===== config.mk =====
export PLATFORM = sky130hd
export DESIGN_NAME = branch_pred_sched
export DESIGN_NICKNAME = d
export VERILOG_FILES = /design/src/rtl/branch_pkg.sv /design/src/rtl/branch_upd_queue.sv /design/src/rtl/branch_pred_sched.sv
export SDC_FILE = /design/constraint.sdc
export NUM_CORES = 1
export LEC_CHECK = 0
export ABC_AREA = 0
export CORE_AREA = 2 2 110 112
export CTS_BUF_LIST = sky130_fd_sc_hd__clkbuf_4 sky130_fd_sc_hd__clkbuf_8 sky130_fd_sc_hd__clkbuf_16
export CTS_CLUSTER_DIAMETER = 120
export DETAILED_ROUTE_END_ITERATION = 8
export DIE_AREA = 0 0 112 114
export GPL_ROUTABILITY_DRIVEN = 0
export MAX_ROUTING_LAYER = met4
export PLACE_DENSITY = 0.79
export SLEW_MARGIN = 20
export SYNTH_ARGS = -nofsm -noshare
export SYNTH_HDL_FRONTEND = slang
export SYNTH_SLANG_ARGS = --single-unit

===== constraint.sdc =====
create_clock -name clk -period 3.6 [get_ports clk]
set_input_delay 0.36 -clock clk [delete_from_list [all_inputs] [get_ports clk]]
set_output_delay 0.36 -clock clk [all_outputs]
set_load 0.05 [all_outputs]

===== src/rtl/branch_pkg.sv =====
// Shared types for the gshare predictor access scheduler.
package branch_pkg;

   // One buffered resolution update waiting for the predictor port.
   typedef struct packed {
      logic [31:0] pc;
      logic        taken;
   } upd_entry_t;

   // Owner of the predictor port in a given cycle.
   typedef enum logic [1:0] {
      GRANT_IDLE,
      GRANT_LKUP,
      GRANT_UPD
   } grant_t;

endpackage


===== src/rtl/branch_upd_queue.sv =====
// In-order circular FIFO of pending predictor updates.
module branch_upd_queue
   import branch_pkg::*;
#(
   parameter int unsigned DEPTH = 4
) (
   input  logic                   clk,
   input  logic                   reset,
   input  logic                   enq,
   input  upd_entry_t             enq_data,
   input  logic                   deq,
   output upd_entry_t             head,
   output logic                   full,
   output logic                   empty,
   output logic [$clog2(DEPTH):0] count
);

   localparam int unsigned PW = $clog2(DEPTH);

   upd_entry_t        mem_q [DEPTH];
   logic [PW-1:0]     wr_ptr_q, wr_ptr_d;
   logic [PW-1:0]     rd_ptr_q, rd_ptr_d;
   logic [PW:0]       count_q, count_d;

   assign head  = mem_q[rd_ptr_q];
   assign full  = (count_q == (PW+1)'(DEPTH));
   assign empty = (count_q == '0);
   assign count = count_q;

   // Pointer and occupancy next state; pointers wrap at the power-of-two depth.
   always_comb begin
      wr_ptr_d = wr_ptr_q;
      rd_ptr_d = rd_ptr_q;
      count_d  = count_q;
      if (enq) wr_ptr_d = wr_ptr_q + PW'(1);
      if (deq) rd_ptr_d = rd_ptr_q + PW'(1);
      if (enq && !deq)      count_d = count_q + (PW+1)'(1);
      else if (!enq && deq) count_d = count_q - (PW+1)'(1);
   end

   // Control state with synchronous reset.
   always_ff @(posedge clk) begin
      if (reset) begin
         wr_ptr_q <= '0;
         rd_ptr_q <= '0;
         count_q  <= '0;
      end else begin
         wr_ptr_q <= wr_ptr_d;
         rd_ptr_q <= rd_ptr_d;
         count_q  <= count_d;
      end
   end

   // Storage needs no reset; occupancy decides what is valid.
   always_ff @(posedge clk) begin
      if (enq) mem_q[wr_ptr_q] <= enq_data;
   end

endmodule


===== src/rtl/branch_pred_sched.sv =====
// Arbitrates the single predictor port between fetch lookups and queued updates.
module branch_pred_sched
   import branch_pkg::*;
#(
   parameter int unsigned UPD_QUEUE_DEPTH = 4,
   parameter int unsigned MAX_DEFER       = 3
) (
   input  logic                             clk,
   input  logic                             reset,
   input  logic                             lkup_req_val,
   output logic                             lkup_req_rdy,
   input  logic [31:0]                      lkup_req_pc,
   output logic                             lkup_resp_val,
   input  logic                             lkup_resp_rdy,
   output logic                             lkup_resp_taken,
   input  logic                             upd_req_val,
   output logic                             upd_req_rdy,
   input  logic [31:0]                      upd_req_pc,
   input  logic                             upd_req_taken,
   output logic [31:0]                      bp_pc,
   output logic                             bp_update_en,
   output logic                             bp_update_val,
   input  logic                             bp_prediction,
   output logic [$clog2(UPD_QUEUE_DEPTH):0] upd_count
);

   localparam int unsigned DW = $clog2(MAX_DEFER + 1);
   localparam logic [DW-1:0] MaxDefer = DW'(MAX_DEFER);

   grant_t          grant;
   logic            lkup_ok;
   logic            q_full, q_empty, q_enq, q_deq;
   upd_entry_t      q_head, q_in;
   logic            resp_val_q, resp_val_d;
   logic            resp_taken_q, resp_taken_d;
   logic [DW-1:0]   defer_q, defer_d;

   assign q_in         = '{pc: upd_req_pc, taken: upd_req_taken};
   // No pass-through: a slot freed by this cycle's dequeue is not reusable yet.
   assign upd_req_rdy  = !reset && !q_full;
   assign q_enq        = upd_req_val && upd_req_rdy;
   assign q_deq        = (grant == GRANT_UPD);
   assign lkup_req_rdy = (grant == GRANT_LKUP);
   assign lkup_resp_val   = resp_val_q;
   assign lkup_resp_taken = resp_taken_q;

   branch_upd_queue #(
      .DEPTH (UPD_QUEUE_DEPTH)
   ) u_queue (
      .clk      (clk),
      .reset    (reset),
      .enq      (q_enq),
      .enq_data (q_in),
      .deq      (q_deq),
      .head     (q_head),
      .full     (q_full),
      .empty    (q_empty),
      .count    (upd_count)
   );

   // Grant selection: updates win when forced or when no lookup can proceed.
   always_comb begin
      lkup_ok = lkup_req_val && (!resp_val_q || lkup_resp_rdy);
      grant   = GRANT_IDLE;
      if (reset) begin
         grant = GRANT_IDLE;
      end else if (!q_empty && (q_full || defer_q == MaxDefer || !lkup_ok)) begin
         grant = GRANT_UPD;
      end else if (lkup_ok) begin
         grant = GRANT_LKUP;
      end
   end

   // Predictor port drive for the granted requester.
   always_comb begin
      bp_pc         = '0;
      bp_update_en  = 1'b0;
      bp_update_val = 1'b0;
      unique case (grant)
         GRANT_UPD: begin
            bp_pc         = q_head.pc;
            bp_update_en  = 1'b1;
            bp_update_val = q_head.taken;
         end
         GRANT_LKUP: bp_pc = lkup_req_pc;
         default: ;
      endcase
   end

   // Response register and defer counter next state.
   always_comb begin
      resp_val_d   = resp_val_q;
      resp_taken_d = resp_taken_q;
      if (grant == GRANT_LKUP) begin
         resp_val_d   = 1'b1;
         resp_taken_d = bp_prediction;
      end else if (resp_val_q && lkup_resp_rdy) begin
         resp_val_d = 1'b0;
      end
      defer_d = defer_q;
      if (grant == GRANT_UPD || q_empty) begin
         defer_d = '0;
      end else if (defer_q != MaxDefer) begin
         defer_d = defer_q + DW'(1);
      end
   end

   // Scheduler state with synchronous reset.
   always_ff @(posedge clk) begin
      if (reset) begin
         resp_val_q   <= 1'b0;
         resp_taken_q <= 1'b0;
         defer_q      <= '0;
      end else begin
         resp_val_q   <= resp_val_d;
         resp_taken_q <= resp_taken_d;
         defer_q      <= defer_d;
      end
   end

endmodule


==> results.yml <==
worst_setup_path:
  crit_path_max_fanout: 18
  crit_family: "simple AND/OR/NAND/NOR gates"
  crit_required_ps: 3240
  reg2reg_from: "defer_q[0]"
  worst-setup-path-type: "reg -> out"
  crit_chain: "nor3b_1, nor2_4, nand4_1, ha_1, or3b_1, buf_4, o22ai_1, a21o_1, buf_12"
  worstPathArrival_ps: 3020
  timing.critical_path.to_type: "primary output"
  cp-start-kind: "flip-flop"
  critPathMaxStageDelay_ps: 500
  reg2regPathDepth: 11
  cp-endpoint: "bp_pc[22]"
  cpMaxStageDelayCell: "nor3b_1"
  crit_buf_inv: 2
  crit_cells: 9
  critPathLaunch: "u_queue.count[0]"
  reg2reg_slack_ps: 920
  r2r_end: "u_queue.count[2]"
logic_synthesis:
  synth_nets: 435
  ys_seq_area_frac: 0.717
  yosys.cell_types.count: 33
  ys_ff_latch: 145
  syn_area_sq_mm: 0.00589
  synth_edf_count: 132
  synth_cells: 355
  synth_area_per_cell_sq_um: 16.6
  async_flop_share: 0
  synth_ff_type: "edfxtp_1"
  synth_warnings: 0
worst_hold_path:
  hp-class: "reg -> reg"
clock_network:
  cts_buffers: 17
  post_cts_buffers: 0
  cts_num_sinks: 145
  clk_path_buf_depth: 2
  cts.clk_slew.worst_paths_ps: 60
  cts_tree: "done"
  ctsRootBufferMaster: "clkbuf_16"
  h-tree-depth: 4
  holdBufCountCts: 0
  clk-insertion-delay-late_ps: 410
  post_cts_resized: 0
run:
  cap_violations: 0
layout:
  area_growth_pct: 37.9
  final_common_cell: "edfxtp_1"
  nets: 555
  final_cells: 634
  regArea_sq_mm: 0.00423
  utilization: 0.694
  final_area_sq_mm: 0.00812
  multiInputGateArea_sq_mm: 0.00156
  n_antenna_cell: 0
  layout_common_cells: "132 x edfxtp_1, 79 x clkdlybuf4s50_1, 68 x mux2i_1"
  num-fill-cells: 808
  layout-drive-gt1-share: 0.168
sta:
  fmax_mhz: 296
  finalMaxSlewViolations: 0
  skew_ps: 9.76
  fin_crit_ps: 3380
  setup_viol: 0
  max_slew_margin: 0.603
  tightestPinTransition_ps: 595
  finalCritPeriodShare: 0.938
  fin_ws_ps: 224
  hold_viol_final: 0
placed_design:
  io_buffers: 111
  placed_area_sq_mm: 0.00755
  dp_hpwl_um: 7550
  dp_slack_ps: 448
  dp.cells: 603
die:
  rows: 40
  die_x_um: 112
  core_sq_mm: 0.0117
  die_y_um: 114
  die-area_sq_mm: 0.0128
  initial_core_util: 0.503
  ios: 112
grt:
  grt_max_degree: 37
  grt_pass1_vias: 3772
  antenna_found_initial: 0
  grt_usage: 0.199
  grt_pass1_wl_um: 18500
  gr-total-overflow: 0
route:
  via_per_inst: 5.56
  vias: 3524
  drtAntennaViolNets: 0
  drc: 0
  routedWlPerCell_um: 18.7
  dr.pass1.iters: 4
  wirelength_um: 11900
  drtIter0Drc: 169
power_and_ir_drop:
  power_density_mw_per_mm2: 656
  ir_drop_mv: 0.352
  p_leak_nw: 2.93
  p_total_mw: 5.33
status:
  status: "complete, no violations"
==> per-layer routing <==
layer	track usage	share of wire	vias to the layer above
li1	-	-	1635
met1	0.226	0.41	1762
met2	0.339	0.53	110
met3	0.0537	0.049	17
met4	0.0764	0.014	0
met5	-	0	-
==> registers in the layout, indices dropped and copies added (netlist names), named ones only <==
name and count:
lkup_resp_val 1, u_queue.count 3, u_queue.mem_q 132, defer_q 2
u_queue.wr_ptr_q 2, lkup_resp_taken 1, u_queue.rd_ptr_q 2
==> cells in the mapped netlist, drive strengths merged, types with 4 or more instances <==
master,n,share of area
a21o,32,0.041
and2,5,0.0053
buf,12,0.015
clkbuf,9,0.0057
dfxtp,13,0.044
edfxtp,132,0.67
ha,8,0.017
inv,4,0.0025
mux2i,68,0.12
nor2,11,0.0070
o22ai,32,0.034
xor2,4,0.0059
==> power breakdown <==
part,internal [mW],switching [mW]
clock,1.03,0.614
sequential,2.00,0.0894
combinational,0.708,0.881
==> through the flow <==
stage / hold slack (ps) / setup TNS, ps
final: 514 / 0
after global routing: 547 / -8.38
after CTS: 524 / 0
after detailed placement: 510 / 0
after global placement: 476 / 0
after floorplan: 459 / 0
==> worst min path at each step <==
stage	startpoint	to	slack, ps	depth (start not counted)
finish	lkup_resp_taken	lkup_resp_taken	510	2
global route	lkup_resp_taken	lkup_resp_taken	550	2
CTS	lkup_resp_taken	lkup_resp_taken	520	2
detailed placement	lkup_resp_taken	lkup_resp_taken	510	2
global placement	lkup_resp_taken	lkup_resp_taken	480	2
floorplan	upd_req_taken	u_queue.mem_q[0][0]	460	0
==> cell type report <==
cell class / count / share of cell area
Timing Repair Buffer: 122 / 0.194
Sequential cell: 145 / 0.520
Clock inverter: 11 / 0.0143
Multi-Input combinational cell: 185 / 0.192
Tap cell: 147 / 0.0226
Inverter: 4 / 0.00185
Clock buffer: 20 / 0.0551
==> worst min-delay path, cell delays in order, from the launching register on <==
cell	delay, ps
dfxtp_1	320
mux2i_1	60
nor2_1	90
==> cell families (layout without fill, tap and decap cells) <==
logic type / after synthesis / in the layout / share of synthesized area
buffers and inverters: 25 / 157 / 0.0236
multiplexers: 70 / 70 / 0.121
AO/OA/AOI/OAI: 67 / 67 / 0.0773
AND/OR/NAND/NOR: 34 / 34 / 0.0333
XOR/XNOR: 5 / 5 / 0.00743
adder cells (fa/ha/maj): 9 / 9 / 0.0204
flip-flops: 145 / 145 / 0.717
Note: power is estimated with default switching activity, not from simulation.
